[config.mk]
export PLATFORM = sky130hd
export DESIGN_NAME = ram_sdp_sync_read_be_flat
export DESIGN_NICKNAME = d
export VERILOG_FILES = /design/src/rtl/ram_sdp_sync_read_be_if.sv /design/src/rtl/ram_sdp_sync_read_be.sv /design/src/flat_wrapper.sv
export SDC_FILE = /design/constraint.sdc
export NUM_CORES = 1
export LEC_CHECK = 0
export ABC_AREA = 1
export CAP_MARGIN = 40
export CORE_AREA = 8 8 113 115
export CTS_CLUSTER_DIAMETER = 60
export DETAILED_ROUTE_END_ITERATION = 12
export DIE_AREA = 0 0 121 123
export PLACE_DENSITY_LB_ADDON = 0.08
export SLEW_MARGIN = 0
export SYNTH_ARGS = -nofsm -noshare
export SYNTH_HDL_FRONTEND = slang
export SYNTH_SLANG_ARGS = --single-unit
[constraint.sdc]
create_clock -name clk -period 3.3 [get_ports clk]
set_input_delay 0.66 -clock clk [delete_from_list [all_inputs] [get_ports clk]]
set_output_delay 0.66 -clock clk [all_outputs]
set_load 0.005 [all_outputs]
[src/rtl/ram_sdp_sync_read_be_if.sv]
// Bus bundle for ram_sdp_sync_read_be: write port, read port and clear-engine handshake.
// The master drives requests; the slave (the RAM) returns read data, valid and busy.
interface ram_sdp_sync_read_be_if #(
    parameter int DATA_WIDTH = 8,
    parameter int ADDR_WIDTH = 4
);
    logic                    clr_req;
    logic                    busy;
    logic                    wr_en;
    logic [ADDR_WIDTH-1:0]   wr_addr;
    logic [DATA_WIDTH-1:0]   wr_data;
    logic [DATA_WIDTH/8-1:0] wr_be;
    logic                    rd_en;
    logic [ADDR_WIDTH-1:0]   rd_addr;
    logic [DATA_WIDTH-1:0]   rd_data;
    logic                    rd_valid;

    modport master (
        output clr_req, wr_en, wr_addr, wr_data, wr_be, rd_en, rd_addr,
        input  busy, rd_data, rd_valid
    );

    modport slave (
        input  clr_req, wr_en, wr_addr, wr_data, wr_be, rd_en, rd_addr,
        output busy, rd_data, rd_valid
    );
endinterface

[src/rtl/ram_sdp_sync_read_be.sv]
// Simple-dual-port RAM with byte-lane writes, a synchronous read port, a selectable
// read-during-write mode, an optional output register and a hardware clear engine.
module ram_sdp_sync_read_be #(
    parameter int DATA_WIDTH = 8,
    parameter int ADDR_WIDTH = 4,
    parameter int DEPTH      = 16,
    parameter int OUT_REG    = 0,
    parameter int RDW_MODE   = 0
) (
    input  logic                   clk,
    input  logic                   rst_n,
    ram_sdp_sync_read_be_if.slave  bus
);
    localparam int NB = DATA_WIDTH / 8;
    localparam logic [ADDR_WIDTH:0]   DEPTH_W   = (ADDR_WIDTH+1)'(DEPTH);
    localparam logic [ADDR_WIDTH-1:0] LAST_ADDR = ADDR_WIDTH'(DEPTH - 1);

    localparam logic [0:0] ST_IDLE  = 1'b0;
    localparam logic [0:0] ST_CLEAR = 1'b1;

    logic [DATA_WIDTH-1:0] mem [DEPTH];

    logic [0:0]            state_q, state_d;
    logic [ADDR_WIDTH-1:0] cnt_q, cnt_d;
    logic                  rd1_valid_q, rd1_valid_d;
    logic [DATA_WIDTH-1:0] rd1_data_q, rd1_data_d;
    logic                  rd2_valid_q, rd2_valid_d;
    logic [DATA_WIDTH-1:0] rd2_data_q, rd2_data_d;

    logic                  idle;
    logic                  wr_in_range;
    logic                  rd_in_range;
    logic                  rd_accept;
    logic                  mem_we;
    logic [ADDR_WIDTH-1:0] mem_waddr;
    logic [DATA_WIDTH-1:0] mem_wdata;
    logic [NB-1:0]         mem_wbe;
    logic [DATA_WIDTH-1:0] rd_word;

    assign idle        = (state_q == ST_IDLE);
    assign wr_in_range = ({1'b0, bus.wr_addr} < DEPTH_W);
    assign rd_in_range = ({1'b0, bus.rd_addr} < DEPTH_W);
    assign rd_accept   = bus.rd_en && idle;

    always_comb begin
        state_d = state_q;
        cnt_d   = cnt_q;
        case (state_q)
            ST_IDLE: begin
                if (bus.clr_req) begin
                    state_d = ST_CLEAR;
                    cnt_d   = '0;
                end
            end
            ST_CLEAR: begin
                if (cnt_q == LAST_ADDR) begin
                    state_d = ST_IDLE;
                    cnt_d   = '0;
                end else begin
                    cnt_d = cnt_q + ADDR_WIDTH'(1);
                end
            end
            default: begin
                state_d = ST_IDLE;
                cnt_d   = '0;
            end
        endcase
    end

    // The clear engine owns the single write port while it runs; user writes are dropped.
    always_comb begin
        mem_we    = 1'b0;
        mem_waddr = bus.wr_addr;
        mem_wdata = bus.wr_data;
        mem_wbe   = bus.wr_be;
        if (!idle) begin
            mem_we    = 1'b1;
            mem_waddr = cnt_q;
            mem_wdata = '0;
            mem_wbe   = '1;
        end else if (bus.wr_en && wr_in_range) begin
            mem_we = 1'b1;
        end
    end

    always_ff @(posedge clk) begin
        if (mem_we) begin
            for (int i = 0; i < NB; i++) begin
                if (mem_wbe[i]) begin
                    mem[mem_waddr][8*i +: 8] <= mem_wdata[8*i +: 8];
                end
            end
        end
    end

    // Write-first forwarding merges only the enabled lanes over the old word.
    always_comb begin
        rd_word = '0;
        if (rd_in_range) begin
            rd_word = mem[bus.rd_addr];
        end
        if ((RDW_MODE != 0) && mem_we && rd_in_range && (mem_waddr == bus.rd_addr)) begin
            for (int i = 0; i < NB; i++) begin
                if (mem_wbe[i]) begin
                    rd_word[8*i +: 8] = mem_wdata[8*i +: 8];
                end
            end
        end
    end

    always_comb begin
        rd1_valid_d = rd_accept;
        rd1_data_d  = rd_accept ? rd_word : rd1_data_q;
        rd2_valid_d = rd1_valid_q;
        rd2_data_d  = rd1_valid_q ? rd1_data_q : rd2_data_q;
    end

    always_ff @(posedge clk or negedge rst_n) begin
        if (!rst_n) begin
            state_q     <= ST_IDLE;
            cnt_q       <= '0;
            rd1_valid_q <= 1'b0;
            rd1_data_q  <= '0;
            rd2_valid_q <= 1'b0;
            rd2_data_q  <= '0;
        end else begin
            state_q     <= state_d;
            cnt_q       <= cnt_d;
            rd1_valid_q <= rd1_valid_d;
            rd1_data_q  <= rd1_data_d;
            rd2_valid_q <= rd2_valid_d;
            rd2_data_q  <= rd2_data_d;
        end
    end

    assign bus.busy     = !idle;
    assign bus.rd_valid = (OUT_REG != 0) ? rd2_valid_q : rd1_valid_q;
    assign bus.rd_data  = (OUT_REG != 0) ? rd2_data_q  : rd1_data_q;

endmodule

[src/flat_wrapper.sv]
// flat-port wrapper written by rule: the top's interface ports become plain ports
module ram_sdp_sync_read_be_flat 
#(
    parameter int DATA_WIDTH = 8,
    parameter int ADDR_WIDTH = 4,
    parameter int DEPTH      = 16,
    parameter int OUT_REG    = 0,
    parameter int RDW_MODE   = 0
)
  (clk, rst_n, bus_clr_req, bus_wr_en, bus_wr_addr, bus_wr_data, bus_wr_be, bus_rd_en, bus_rd_addr, bus_busy, bus_rd_data, bus_rd_valid);
  ram_sdp_sync_read_be_if #(.DATA_WIDTH(DATA_WIDTH), .ADDR_WIDTH(ADDR_WIDTH)) bus_i ();
  input  logic clk;
  input  logic rst_n;
  input wire logic [$bits(bus_i.clr_req)-1:0] bus_clr_req;
  input wire logic [$bits(bus_i.wr_en)-1:0] bus_wr_en;
  input wire logic [$bits(bus_i.wr_addr)-1:0] bus_wr_addr;
  input wire logic [$bits(bus_i.wr_data)-1:0] bus_wr_data;
  input wire logic [$bits(bus_i.wr_be)-1:0] bus_wr_be;
  input wire logic [$bits(bus_i.rd_en)-1:0] bus_rd_en;
  input wire logic [$bits(bus_i.rd_addr)-1:0] bus_rd_addr;
  output wire logic [$bits(bus_i.busy)-1:0] bus_busy;
  output wire logic [$bits(bus_i.rd_data)-1:0] bus_rd_data;
  output wire logic [$bits(bus_i.rd_valid)-1:0] bus_rd_valid;
  assign bus_i.clr_req = bus_clr_req;
  assign bus_i.wr_en = bus_wr_en;
  assign bus_i.wr_addr = bus_wr_addr;
  assign bus_i.wr_data = bus_wr_data;
  assign bus_i.wr_be = bus_wr_be;
  assign bus_i.rd_en = bus_rd_en;
  assign bus_i.rd_addr = bus_rd_addr;
  assign bus_busy = bus_i.busy;
  assign bus_rd_data = bus_i.rd_data;
  assign bus_rd_valid = bus_i.rd_valid;
  ram_sdp_sync_read_be #(.DATA_WIDTH(DATA_WIDTH), .ADDR_WIDTH(ADDR_WIDTH), .DEPTH(DEPTH), .OUT_REG(OUT_REG), .RDW_MODE(RDW_MODE)) u_core (.clk(clk), .rst_n(rst_n), .bus(bus_i));
endmodule
==> results of run 1 <==
==> path summary, 6_finish.rpt <==
kind	from	end	slack (ps)	depth (start not counted)
min reg2reg	u_core.bus.rd_data[7]$_DFFE_PN0P_	u_core.bus.rd_data[7]$_DFFE_PN0P_	490	2
max reg2reg	u_core.bus.busy$_DFF_PN0_	u_core.mem[14][3]$_DFFE_PP_	940	6
min in group asynchronous	rst_n	u_core.bus.rd_data[7]$_DFFE_PN0P_	660	1
max in group asynchronous	rst_n	u_core.bus.rd_data[1]$_DFFE_PN0P_	2200	1
max	u_core.bus.busy$_DFF_PN0_	bus_busy	940	1
min	u_core.bus.rd_data[7]$_DFFE_PN0P_	u_core.bus.rd_data[7]$_DFFE_PN0P_	490	2
==> final cells by class <==
class / count / area, um^2
well taps: 143 / 179
inverters: 24 / 95.1
repair buffers: 43 / 408
multi-input cells: 348 / 1470
clock buffers: 17 / 425
clock inverters: 15 / 191
fillers: 866 / 4120
flip-flops and latches: 142 / 4190
==> power by group <==
| group | switching (mW) | internal (mW) |
|---|---|---|
| Clock | 0.823 | 1.16 |
| Sequential | 0.163 | 2.59 |
| Combinational | 0.865 | 0.356 |
==> Yosys cell counts (all sizes together) <==
cell type,number
a211o,1
ha,1
o21ai,5
a21oi,3
nand2,209
buf,25
nand3,101
o31ai,1
nor2,27
inv,24
edfxtp,128
dfrtp,14
==> per-layer routing <==
metal  wire, um  global-route usage [%]
met3        790                    4.38
met2       6820                    31.5
met4        227                    7.65
met1       6250                    26.5
met5          0                       0
==> flip-flops by register name, indices dropped and copies added (netlist names) <==
name                 count
u_core.bus.busy          1
u_core.bus.rd_data       8
u_core.bus.rd_valid      1
u_core.mem             128
u_core.cnt_q             4
==> per-stage QoR <==
step	hold slack [ps]	setup WS, ps	power, mW	std cells
global placement	466	691	3.98	699
CTS	494	919	5.98	732
floorplan	364	1500	3.48	539
finish	487	939	5.96	732
global route	519	742	6.20	732
detailed placement	469	647	4.01	700
==> layout by cell type (no fill, tap or decap), drive strengths merged, types with 5 or more instances in the layout <==
cell type and n:
nand2 209, edfxtp 128, nand3 101, inv 35
clkdlybuf4s50 30, nor2 27, clkbuf 17, dfrtp 14
buf 13, o21ai 5
==> kinds of logic (layout without fill, tap and decap cells) <==
kind of cell	Yosys count	in the layout	share of synthesized area [%]
AO/OA/AOI/OAI	10	10	1.01
flip-flops	142	142	70.5
adder cells (fa/ha/maj)	1	1	0.210
AND/OR/NAND/NOR	337	337	23.4
buffers and inverters	49	99	4.82
==> tightest hold or removal path: stages, from the launching register on <==
cell and delay, ps:
dfrtp_1 350, nand2_1 50, nand2_1 60
==> run metrics, run 1 <==
critical path capture point type output port; num rows 39; drt initial violations 424; # IOs 32; dpl cell area 6340 um^2; Slew @ Worst Pin 743 ps; number of synthesized register bits 142; worst-case clock buffer depth 2; DR vias/cell 5.54; Synth cell types 18; TritonCTS clock tree built; nets 599; Synth area leaders edfxtp_1 65%, nand2_1 13%, nand3_1 8.5%; First-pass DRT Iterations 6; initial antenna violation count 0; # resized after CTS 0; Worst slew margin 50.3%; PD cells 856 nW/um^2; post-synthesis sequential area ratio between 70% and 80%; Max IR drop VDD 0.456 mV; Tightest Hold Check Type flop to flop; root buf cell clkbuf_16; CP Data Arrival Time roughly 1700 ps; Setup Fix Bufs, Post-CTS 0; routed vias just over 4000; Bufs and invs on worst path 1; Final min period about 2400 ps; vias in the first global route a little under 4000; die width 121 um; worst-path maximum fanout 17; critical path required time 2640 ps; area leader, netlist edfxtp_1; Synth Warn # 0; antenna diode count 0; # DRC 0; Mapped Area around 6000 um^2; Final TNS setup 0 ps; Mapped Avg Cell Area ~11 um^2; largest net degree at the start of global routing 65; top-area cell type share of the netlist area 64.6%; P_leak 2.78 nW; Clock Sinks 142; gr ovfl total 0; Syn Inst Count approximately 540; Peak Freq between 400 and 500 MHz; crit-path cells clkdlybuf4s50_1; fin util a little over three fifths; type of origin of the critical path flop; P&R area growth vs syn 17.0%; hold_buf cts 0; Finish-stage setup viols 0; RSZ-0062 raised after global routing no; post-route ant nets 0; post-route clock period utilization 71.5%; PortBufs 31; CTS H-tree depth 4; layout cell share with drive strength beyond 1 8.66%; TritonCTS buffer count 17; wire per inst 19.3 um; total die area 14900 um^2; first-pass GRT wire length 21700 um; CTS clk-pin slew, worst paths 60 ps; Clock Latency Late Sink 420 ps; GPL Wtd Cong 0.850; Finished Cell Area 6960 um^2; Crit-path slowest cell dfrtp_1; Crit path largest cell delay 670 ps; die height 123 um; Final Hold Viols 0; Total Routing Usage GR 19.9%; skew final 8.96 ps; Final Max Tran Viols 0; status complete, no violations; Setup CP Type flop to output port; Post-Route WL 14100 um; Crit path max-delay family flip-flops; Initial Utilization 53.7%; post-DP HPWL about 9000 um; Max Cap Violations 0; syn nets 562; Core Area 11100 um^2
(Power assumes the default switching activity.)
==> run 2, diff against run 1 <==
Clock period 3.3 ns to 2.3 ns, I/O delays scaled along.
==> run 2 against run 1 <==
- hold slack lost 42 ps
- largest power group unchanged
- non-clock buffer count increased by 23
- power rose by 48%
- combinational power grew 60%
- first-iteration DRC count fell by 21%
- clock power up 49%
==> run metrics, run 2 (synthesized netlist as in run 1, its figures left out) <==
initial antenna violation count 0 (unchanged); # IOs 32 (unchanged); skew final 6.76 ps (-2.21 ps); Worst slew margin 47.7% (-2.6 points); Initial Utilization 53.7% (unchanged); # DRC 0 (unchanged); Setup CP Type flop to flop; Tightest Hold Check Type input pin to asynchronous set/reset pin; post-route clock period utilization 90.8%; commonest non-fill, non-tap cell in the layout nand2_1; largest net degree at the start of global routing 65 (unchanged); drt initial violations 337 (-21%); RSZ-0062 raised after global routing no; Final Hold Viols 0 (unchanged); Setup Fix Bufs, Post-CTS 0 (unchanged); Biggest register u_core.mem; TritonCTS clock tree built; Max IR drop VDD 0.734 mV (+61%); max reg flops 128 (unchanged); Final Max Tran Viols 0 (unchanged); CTS clk-pin slew, worst paths 60 ps (about the same); Finish-stage setup viols 0 (unchanged); routed vias 4020 (-0.84%); total die area 14900 um^2 (unchanged); gr ovfl total 0 (unchanged); Final min period 2090 ps; antenna diode count 0 (unchanged); fin util 64.7% (+1.9 points); status complete, no violations; DR vias/cell 5.32 (-3.9%); critical path capture point type flop; TritonCTS buffer count 17 (unchanged); post-route insts no fill 755 (+3.1%); Clock Latency Late Sink 410 ps (about the same); Max Cap Violations 0 (unchanged); P_leak 2.90 nW (+4.5%); vias in the first global route 4024 (+1.5%); CTS H-tree depth 4 (unchanged); PD cells 1230 nW/um^2 (+44%); Slew @ Worst Pin 781 ps (+38.2 ps); die width 121 um (unchanged); type of origin of the critical path flop; critical path required time 2340 ps (-300 ps); post-route ant nets 0 (unchanged); First-pass DRT Iterations 4 (-2); post-DP HPWL 9070 um (+0.91%); dpl cell area 6530 um^2 (+2.9%); Finished Cell Area 7170 um^2 (+3.0%); CP Data Arrival Time 2130 ps (+430 ps); # resized after CTS 0 (unchanged); wire per inst 18.5 um (-4.0%); most frequent cells in the layout 208 x nand2_1, 128 x edfxtp_1, 101 x nand3_1; Peak Freq roughly 480 MHz; layout cell share with drive strength beyond 1 11.8% (+3.1 points); worst-case clock buffer depth 2 (unchanged); Clock Sinks 142 (unchanged); GPL Wtd Cong 0.825 (-2.9%); PortBufs 31 (unchanged); Core Area 11100 um^2 (unchanged); first-pass GRT wire length 21900 um (+0.67%); P&R area growth vs syn 20.6%; Total Routing Usage GR 19.9% (about the same); hold_buf cts 0 (unchanged); num rows 39 (unchanged); Post-Place Cells 723 (+3.3%); die height 123 um (unchanged); nets 622 (+3.8%); Post-Route WL 14000 um (-0.94%); worst-path maximum fanout 8 (-9); root buf cell clkbuf_16; Final TNS setup 0 ps (unchanged)
## run 2: cell types whose count changed in the layout (fill, tap and decap cells not counted), sizes merged
cell / delta
buf: +23
bufinv: +3
clkbuf: +1
clkinv: +3
clkinvlp: +2
inv: -9
## run 2: worst paths after layout
path | startpoint | slack (ps) | endpoint | depth (start not counted)
worst max register to register | u_core.bus.busy$_DFF_PN0_ | 210 | u_core.mem[10][4]$_DFFE_PP_ | 6
worst max-delay path | u_core.bus.busy$_DFF_PN0_ | 210 | u_core.mem[10][4]$_DFFE_PP_ | 6
worst min-delay path | rst_n | 450 | u_core.bus.rd_data[3]$_DFFE_PN0P_ | 1
max in group asynchronous | rst_n | 1440 | u_core.bus.rd_data[2]$_DFFE_PN0P_ | 1
worst min register to register | u_core.bus.rd_data[4]$_DFFE_PN0P_ | 480 | u_core.bus.rd_data[4]$_DFFE_PN0P_ | 2
min in group clk | u_core.bus.rd_data[4]$_DFFE_PN0P_ | 480 | u_core.bus.rd_data[4]$_DFFE_PN0P_ | 2
## run 2: power breakdown
part | internal, mW | switching, mW | total, mW
Sequential | 3.71 | 0.203 | 3.91
Combinational | 0.684 | 1.27 | 1.95
Clock | 1.92 | 1.03 | 2.95
## run 2: cell type report
| type | instances | area [um^2] |
|---|---|---|
| multi-input combinational | 348 | 1470 |
| sequential | 142 | 4190 |
| fill | 872 | 3910 |
| inverter | 24 | 95.1 |
| tap | 143 | 179 |
| timing repair buffer | 66 | 593 |
| clock inverter | 14 | 214 |
| clock buffer | 18 | 429 |
## run 2: worst max-delay path, cell delays in order (launching register included)
cell and delay [ps]:
dfrtp_1 490, inv_2 120, nor2_1 150, inv_1 70, o21ai_2 100, nand2_1 160, nor2_1 640
## run 2: metrics by stage
| stage | hold slack [ps] | power [mW] | worst slack [ps] |
|---|---|---|---|
| after floorplan | 164 | 4.99 | 628 |
| after detailed placement | 468 | 5.91 | -5.19 |
| final | 446 | 8.82 | 212 |
| after global routing | 501 | 9.21 | 42.4 |
| after CTS | 460 | 8.86 | 217 |
| after global placement | 467 | 5.87 | -15.0 |
## run 2: routing by layer
layer  wire length, um  vias to the layer above  GRT usage, %  part of all wire, %
met5                 0                        -             0                    0
met4               172                        0          6.56                  1.2
met3               797                       15          4.02                  5.7
met2              6840                      117          31.7                   49
met1              6140                     1931          26.9                   44
li1                  -                     1957             -                    -
==> run 3, diff against run 2 <==
Settings changed: ABC_AREA 1 to default, ABC_CLOCK_PERIOD_IN_PS from default to 2300, CORE_AREA 8 8 113 115 to 8 8 112 114, DIE_AREA 0 0 121 123 to 0 0 120 122.
==> run 3 against run 2 <==
- clock skew hardly changed
- critical endpoint is now bus_busy
- core utilization rose by 0.55 points
- via count decreased by 17%
- combinational power is 21% lower
- largest cell class unchanged
- highest routed layer unchanged
- routed wire length decreased by 9.1%
- area after synthesis fell by 2.7%
==> run metrics, run 3 <==
status complete, no violations; Slew @ Worst Pin 747 ps (-34.2 ps); dpl cell area 6380 um^2 (-2.2%); Mapped Avg Cell Area 15.7 um^2 (+42%); Max Cap Violations 0 (unchanged); post-DP HPWL 8480 um (-6.4%); multiplexer share of the synthesized area 11.4% (+11 points); vias in the first global route 3330 (-17%); First-pass DRT Iterations 10 (+6); register area 4200 um^2 (about the same); Final min period 2200 ps (+116 ps); Metal-1 WL 5660 um (-7.9%); met2 wire len 6020 um (-12%); # DRC 0 (unchanged); most frequent cell after synthesis edfxtp_1; sequential cell fraction of total power 46.5% (+2.1 points); Final Hold Viols 0 (unchanged); die width 120 um (-0.83%); P&R area growth vs syn 20.7% (about the same); TritonCTS clock tree built; worst-case clock buffer depth 2 (unchanged); post-route ant nets 0 (unchanged); Clock Latency Late Sink 520 ps (+110 ps); Total Routing Usage GR 18.0% (-1.9 points); Final Max Tran Viols 0 (unchanged); Finish-stage setup viols 0 (unchanged); Crit path max-delay family buffers and inverters; post-synthesis sequential area ratio 72.5% (+2.0 points); syn nets 392 (-30%); most used flip-flop cell after synthesis edfxtp_1; crit-path cells buf_4, clkdlybuf4s50_1; GPL Wtd Cong 0.784 (-5.0%); Biggest register u_core.mem; Synth area leaders edfxtp_1 66%, mux2i_1 11%, dfrtp_1 6.1%; commonest non-fill, non-tap cell in the layout edfxtp_1; drt initial violations 269 (-20%); Bufs and invs on worst path 2 (unchanged); die height 122 um (-0.81%); EDFF count, synth 128 (unchanged); CTS H-tree depth 4 (unchanged); most frequent cells after synthesis 128 x edfxtp_1, 65 x mux2i_1, 32 x nand2_1; Filler cells 775 (-11%); area leader, netlist edfxtp_1; routed vias 3325 (-17%); initial antenna violation count 0 (unchanged); asr flop ratio synth 9.86% (unchanged); root buf cell clkbuf_8; largest family of logic cells by synthesized area multiplexers; type of origin of the critical path flop; power share of the clock group 34.0% (+0.5 points); DR vias/cell 5.66 (+6.4%); Post-Synth Adder-Cell Area 0.216% (+0.0058 points); nets 457 (-27%); Comb pwr share 19.5% (-2.6 points); post-route clock period utilization 95.8% (+5.1 points); post-synthesis compound-gate area fraction 4.76% (+3.7 points); top-area cell type share of the netlist area 66.4% (+1.8 points); Synth Warn # 0 (unchanged); Core Area 10700 um^2 (-3.4%); Initial Utilization 54.1% (+0.41 points); Worst slew margin 50.0% (+2.3 points); CP Data Arrival Time 1740 ps (-390 ps); number of synthesized register bits 142 (unchanged); critical path capture point type output port; most frequent cells in the layout 128 x edfxtp_1, 65 x mux2i_1, 32 x nand2_1, 32 x buf_4, 30 x clkdlybuf4s50_1; CTS clk-pin slew, worst paths 60 ps (about the same); Post-Route WL 12700 um (-9.1%); highest routed layer met4; RSZ-0062 raised after global routing no; Synth Area in Simple Gates 7.96% (-15 points); Max IR drop VDD 0.571 mV (-22%); Syn Inst Count 369 (-32%); Synth cell types 34 (+16); Clock Sinks 142 (unchanged); Finished Cell Area 6980 um^2 (-2.6%); Setup CP Type flop to output port; # IOs 32 (unchanged); Crit-path slowest cell clkdlybuf4s50_1; skew final 6.55 ps (-0.212 ps); Tightest Hold Check Type input pin to asynchronous set/reset pin; Mapped Area 5790 um^2 (-2.7%); num rows 38 (-2.6%); PD cells 1140 nW/um^2 (-7.2%); Multi-input gate area 1420 um^2 (-3.2%); post-synthesis xor/xnor area fraction 0.151% (+0.15 points); Crit path largest cell delay 520 ps (-120 ps); antenna diode count 0 (unchanged); gr ovfl total 0 (unchanged); PortBufs 31 (unchanged); critical path required time 1840 ps (-500 ps); largest net degree at the start of global routing 32 (-51%); TritonCTS buffer count 17 (unchanged); Peak Freq 454 MHz (-5.3%); worst-path maximum fanout 13 (+5); layout cell share with drive strength beyond 1 15.4% (+3.7 points); Power Total 7.97 mW (-9.6%); NetSw 2.16 mW (-14%); total die area 14600 um^2 (-1.6%); max reg flops 128 (unchanged); P_leak 2.61 nW (-10%); wire per inst 21.6 um (+17%); first-pass GRT wire length 19200 um (-12%); switching part of the total 27.1% (-1.3 points); P_int 5.82 mW (-8.0%); length of routed met3 wiring 743 um (-6.8%)
-- run 3: cell type report --
| type | count | area share, % |
|---|---|---|
| clock inverter | 13 | 2.33 |
| multi-input combinational | 204 | 20.3 |
| sequential | 142 | 60.1 |
| inverter | 4 | 0.215 |
| clock buffer | 19 | 6.18 |
| tap | 140 | 2.51 |
| timing repair buffer | 65 | 8.38 |
-- run 3: stage by stage --
| stage | util [%] | std cells | setup slack [ps] | hold slack [ps] | TNS, ps |
|---|---|---|---|---|---|
| after floorplan | - | 369 | 574 | 164 | 0 |
| after global placement | 59.7 | 554 | -10.7 | 469 | -128 |
| after detailed placement | 59.7 | 554 | -80.4 | 479 | -1910 |
| after CTS | 65.3 | 587 | 57.6 | 244 | 0 |
| after global routing | 65.3 | 587 | 10.8 | 270 | 0 |
| final | 65.3 | 587 | 95.7 | 253 | 0 |
-- run 3: kinds of logic after synthesis --
logic type | Yosys count
AO/OA/AOI/OAI | 38
XOR/XNOR | 1
adder cells (fa/ha/maj) | 1
buffers and inverters | 23
flip-flops | 142
multiplexers | 66
AND/OR/NAND/NOR | 98
-- run 3: path summary, 6_finish.rpt --
kind	start	slack, ps	depth (start not counted)	endpoint
setup / recovery	u_core.bus.busy$_DFF_PN0_	100	2	bus_busy
hold / removal	rst_n	250	2	u_core.bus.busy$_DFF_PN0_
setup reg to reg	u_core.bus.busy$_DFF_PN0_	210	4	u_core.mem[13][1]$_DFFE_PP_
hold reg to reg	u_core.bus.rd_data[4]$_DFFE_PN0P_	480	2	u_core.bus.rd_data[4]$_DFFE_PN0P_
max in group asynchronous	rst_n	1840	2	u_core.bus.busy$_DFF_PN0_
min in group clk	u_core.bus.rd_data[4]$_DFFE_PN0P_	480	2	u_core.bus.rd_data[4]$_DFFE_PN0P_
-- run 3: repair_timing --
| action | 4_1_cts | 5_1_grt |
|---|---|---|
| gates resized for setup | 1 | 0 |
| setup buffers | 1 | 0 |
| hold endpoints to repair | 0 | 0 |
| endpoints found under the setup margin | 1 | 0 |
| hold buffers | 0 | 0 |
-- run 3: power groups by stage --
stage          Combinational, mW  Sequential [mW]  Clock [mW]
2_1_floorplan              0.850             3.69           0
3_3_place_gp                1.51             3.74           0
3_5_place_dp                1.54             3.77           0
4_1_cts                     1.57             3.71        2.73
5_1_grt                     1.71             3.75        2.84
6_report                    1.55             3.71        2.71
-- run 3: worst reg2reg max path, delay by kind of cell (launching register included) --
| family | cells | cell delay (ps) |
|---|---|---|
| compound gates | 1 | 260 |
| buf+inv | 1 | 210 |
| flops | 1 | 490 |
| simple gates | 2 | 750 |
-- run 3: metal layers --
metal | vias up | GRT usage [%]
li1 | 1540 | -
met1 | 1637 | 23.0
met2 | 129 | 28.8
met3 | 19 | 4.58
met4 | 0 | 7.81
met5 | - | 0
==> variant 1 (settings of run 2) <==
`OUT_REG` is set to 0 in 2 places; all go to 1.
--- a/src/rtl/ram_sdp_sync_read_be.sv
+++ b/src/rtl/ram_sdp_sync_read_be.sv
@@ -5,5 +5,5 @@
     parameter int ADDR_WIDTH = 4,
     parameter int DEPTH      = 16,
-    parameter int OUT_REG    = 0,
+    parameter int OUT_REG    = 1,
     parameter int RDW_MODE   = 0
 ) (
--- a/src/flat_wrapper.sv
+++ b/src/flat_wrapper.sv
@@ -5,5 +5,5 @@
     parameter int ADDR_WIDTH = 4,
     parameter int DEPTH      = 16,
-    parameter int OUT_REG    = 0,
+    parameter int OUT_REG    = 1,
     parameter int RDW_MODE   = 0
 )
Function: changed (a bounded check fails within 4 cycles, from zero or initial values and one cycle with rst_n low).
==> variant 1 against run 2 <==
Clock skew rose by 3.9 ps; fmax rose by 4.7%; die area did not move; total power rose by 3.3%; design area rose by 4.6%; sequential power rose by 6.4%; sequential cell count rose by 9; critical path depth did not move; worst setup slack improved by 94 ps; synthesized area rose by 5.9%; combinational power rose by 4%; routed wire length fell by 1.9%; critical endpoint is now u_core.mem[2][3]$_DFFE_PP_; global-route usage fell by 0.21 points.
==> variant 1: results (changes against run 2) <==
status: "finished, final reports clean"
drive_gt1_share_pct: 12.9  # +1.1 points
cp-startpoint: "u_core.bus.busy$_DFF_PN0_"
clk_latency_ps: 420
slew_headroom_pct: 56.6  # +8.9 points
wl_um: 13700  # -1.9%
synth_commonest_cells: "205 x nand2_1, 128 x edfxtp_1, 101 x nand3_1"
drt_iter0_markers: 358  # +6.2%
hold_path.class: "input pin to asynchronous set/reset pin"
nNetsFinal: 639  # +2.7%
async_reset_ff_share_pct: 15.2  # +5.4 points
port_buffers: 31  # unchanged
vdd_ir_drop_max_mv: 0.783  # +6.7%
grt_usage_pct: 19.7  # -0.21 points
switching_share_pct: 28.8  # +0.45 points
yosysSeqAreaShare_pct: 70.2  # -0.36 points
arrival_ps: 2040  # -90 ps
place_ws_ps: 122  # +128 ps
syn-num-nets: 581  # +3.4%
largest_register_ffs: 128  # unchanged
grt_max_degree: 64  # -1.5%
synth_area_leaders: "edfxtp_1 61%, nand2_1 12%, dfrtp_1 9.1%, nand3_1 8.0%, buf_6 2.0%"
skew_ps: 10.6  # +3.89 ps
drt-pass1-iter-count: 6  # +2
grt_pass1_vias: 3932  # -2.3%
use_met3_pct: 4.61  # +0.59 points
grt_pass1_wl_um: 21700  # -1.0%
yosysWarnings: 0  # unchanged
top_register: "u_core.mem"
cts_max_path_buffers: 2  # unchanged
worstPathMaxFanout: 11  # +3
grt_use_met1_pct: 27.4  # +0.41 points
place.gp.congestion: 0.873  # +5.7%
ys_types: 20  # +2
dr_total_vias: 4155  # +3.4%
p_leak_nw: 3.07  # +5.7%
finalMaxSlewViolations: 0  # unchanged
grtUsageMet2_pct: 30.1  # -1.7 points
dpl.hpwl_um: 8950  # -1.2%
cts_buffers: 17  # unchanged
-- variant 1: cell types whose count changed after synthesis, moves of 2 or more --
cell	before	now
buf_6	9	11
dfrtp_1	14	23
buf_2	12	6
mux2_2	0	8
nor2_1	27	29
buf_4	4	9
nand2_1	208	205
-- variant 1: kinds of logic after synthesis --
| kind of cell | share of synthesized area (%) |
|---|---|
| and+or+nand+nor | 22.1 |
| DFF | 70.2 |
| buffers and inverters | 5.26 |
| AOI/OAI and AO/OA | 0.874 |
| muxes | 1.43 |
| adders and majority gates | 0.199 |
-- variant 1: stage by stage --
stage / instance area [um2] / instances / hold WS (ps)
after floorplan: 6300 / 558 / 164
after global placement: 6860 / 740 / 464
after detailed placement: 6860 / 740 / 463
after CTS: 7500 / 772 / 387
after global routing: 7500 / 772 / 415
final: 7500 / 772 / 383
-- variant 1: worst paths after layout --
kind	cells past startpoint	slack, ps	end
max	6	310	u_core.mem[2][3]$_DFFE_PP_
min	2	380	u_core.bus.rd_valid$_DFF_PN0_
max reg2reg	6	310	u_core.mem[2][3]$_DFFE_PP_
min reg2reg	2	480	u_core.rd1_data_q[6]$_DFFE_PN0P_
max in group asynchronous	2	1680	u_core.cnt_q[0]$_DFFE_PN0P_
min in group clk	2	480	u_core.rd1_data_q[6]$_DFFE_PN0P_
-- variant 1: cell type report --
cell class	count	area, um2
clock inverter	11	131
timing repair buffer	66	606
fill	819	3570
clock buffer	21	514
multi-input combinational	355	1550
sequential	151	4420
tap	143	179
inverter	25	106
-- variant 1: metal layers --
metal,wire length [um],part of all wire (%)
met1,6260,46
met2,6420,47
met3,799,5.8
met4,211,1.5
met5,0,0
-- variant 1: power by group through the flow --
| stage | registers [mW] | logic [mW] | clock network, mW |
|---|---|---|---|
| after global placement | 4.20 | 1.99 | 0 |
| after CTS | 4.16 | 2.05 | 2.95 |
| final | 4.16 | 2.03 | 2.92 |
| after detailed placement | 4.21 | 2.03 | 0 |
| after floorplan | 4.15 | 1.17 | 0 |
| after global routing | 4.23 | 2.25 | 3.06 |
-- variant 1: critical path, stage by stage, from the launching register on --
cell     delay, ps
dfrtp_1        530
inv_2          120
nor2_1         150
inv_1           50
o21ai_1        130
nand2_1        110
nor2_1         530
==> variant 2 (config.mk and constraints of run 2) <==
Without the edit above. Reset style: synchronous (`rst_n`), changed in one clocked block.
--- a/src/rtl/ram_sdp_sync_read_be.sv
+++ b/src/rtl/ram_sdp_sync_read_be.sv
@@ -116,5 +116,5 @@
     end
 
-    always_ff @(posedge clk or negedge rst_n) begin
+    always_ff @(posedge clk) begin
         if (!rst_n) begin
             state_q     <= ST_IDLE;
Function: differs if rst_n is asserted again (counterexample within 4 cycles, from zero or initial values and one cycle with rst_n low); with rst_n held inactive, the same outputs for 4 cycles.
==> variant 2 against run 2 <==
Global-route usage is 1.3 points higher; design area fell by 1.6%; first-iteration DRC count rose by 34%; highest routed layer unchanged; worst setup slack gained 79 ps; sequential cell count is the same; via count is 3.1% higher; die area unchanged; synthesized area is 0.74% lower; routed wire length rose by 5.4%.
Power is not compared: it rests on default switching activity, and its combinational part moved more than twofold at a synthesized area within 25%.
==> variant 2: results (changes against run 2) <==
cts_max_path_buffers: 2  # unchanged
synth_edf_count: 128  # unchanged
antenna_found_initial: 0  # unchanged
status: "finished, final reports clean"
ys_types: 18  # unchanged
place_ws_ps: 232  # +237 ps
yosysSeqAreaShare_pct: 69.9  # -0.66 points
skew_ps: 9.27  # +2.52 ps
synth-main-ff-cell: "edfxtp_1"
dp.cells: 733  # +1.4%
synth_area_per_cell_um2: 10.7  # -2.7%
drive_gt1_share_pct: 10.5  # -1.3 points
path_clk_slew_ps: 60  # about the same
dpl.hpwl_um: 9600  # +5.8%
syn-num-nets: 573  # +2.0%
port_buffers: 31  # unchanged
top_register: "u_core.mem"
nNetsFinal: 632  # +1.6%
post_layout_nonfiller_instances: 765  # +1.3%
wire_per_inst_um: 19.2  # +4.0%
largest_register_ffs: 128  # unchanged
htree_levels: 4  # unchanged
worstMarginPinSlew_ps: 565  # -216 ps
switching_power_mw: 1.42
post_cts_resized: 0  # unchanged
grt_max_degree: 65  # unchanged
slowest_stage: "clkdlybuf4s50_1"
postCtsSetupRepairBufs: 0  # unchanged
worstPathMaxFanout: 14  # +6
cts_root_buf: "clkbuf_16"
via_per_inst: 5.42  # +1.7%
clk_latency_ps: 420
vdd_ir_drop_max_mv: 0.477
p_leak_nw: 2.78
place.gp.congestion: 0.832  # +0.80%
synth_area_leaders: "edfxtp_1 65%, nand2_1 12%, nand3_1 9.2%, dfxtp_1 4.7%, nor2_1 3.1%"
crit_path_max_incr_delay_ps: 530  # -110 ps
drt-pass1-iter-count: 5  # +1
grt_pass1_wl_um: 23300  # +6.4%
cts_buffers: 17  # unchanged
hold_path.class: "register to register"
drt_iter0_markers: 450  # +34%
critPathTopFamily: "buffers and inverters"
synth_commonest_cells: "181 x nand2_1, 128 x edfxtp_1, 109 x nand3_1"
yosysWarnings: 0  # unchanged
async_reset_ff_share_pct: 0  # -9.9 points
grt_usage_pct: 21.2  # +1.3 points
diodes: 0  # unchanged
worst_ep_required_time_ps: 1840  # -500 ps
grt_pass1_vias: 4152  # +3.2%
variant 2: cell count changes in the layout (fill, tap and decap cells not counted), sizes merged, moves of 2 or more:
cell           run 2  this run
a21oi              3         6
bufinv             5         2
clkinv             5        11
dfrtp             14         0
dfxtp              0        14
inv               26        28
nand2            209       181
nand3            101       109
nor2              27        49
variant 2: per-stage QoR:
step / hold slack (ps) / cell area (um2)
3_5_place_dp: 495 / 6500
2_1_floorplan: 464 / 5900
4_1_cts: 504 / 7060
5_1_grt: 518 / 7060
6_report: 504 / 7060
3_3_place_gp: 478 / 6500
variant 2: final timing paths:
path	endpoint	from	cells after the start	slack, ps
setup / recovery	bus_busy	u_core.bus.busy$_SDFF_PN0_	2	290
hold / removal	u_core.cnt_q[1]$_SDFFE_PN0P_	u_core.cnt_q[1]$_SDFFE_PN0P_	2	500
setup reg to reg	u_core.mem[11][5]$_DFFE_PP_	u_core.bus.busy$_SDFF_PN0_	6	500
hold reg to reg	u_core.cnt_q[1]$_SDFFE_PN0P_	u_core.cnt_q[1]$_SDFFE_PN0P_	2	500
variant 2: area by class of cell:
class                           instances  area, um2
Sequential cell                       142       4120
Fill cell                             902       4020
Multi-Input combinational cell        353       1500
Timing Repair Buffer                   67        601
Clock buffer                           18        429
Tap cell                              143        179
Clock inverter                         14        126
Inverter                               28        105
variant 2: cell families after synthesis:
group	count (synthesis)	synth area share, %
compound gates	11	0.996
xor+xnor	1	0.148
fa+ha+maj	1	0.212
buf+inv	55	4.81
flops	142	69.9
simple gates	340	24.0
variant 2: tightest hold or removal path, stage by stage, from the launching register on:
cell	delay, ps
dfxtp_1	330
nand2_1	70
a21oi_1	50
variant 2: power by group through the flow:
stage | logic [mW] | clock network (mW) | registers, mW
2_1_floorplan | 0.318 | 0 | 3.00
3_3_place_gp | 0.571 | 0 | 3.01
3_5_place_dp | 0.576 | 0 | 3.01
4_1_cts | 0.578 | 2.61 | 2.96
5_1_grt | 0.636 | 2.72 | 2.96
6_report | 0.579 | 2.58 | 2.96
variant 2: metal layers:
| metal | share of wire, % | track usage (%) |
|---|---|---|
| met5 | 0 | 0 |
| met4 | 1.4 | 8.27 |
| met3 | 6.4 | 4.84 |
| met2 | 49 | 33.9 |
| met1 | 43 | 27.6 |
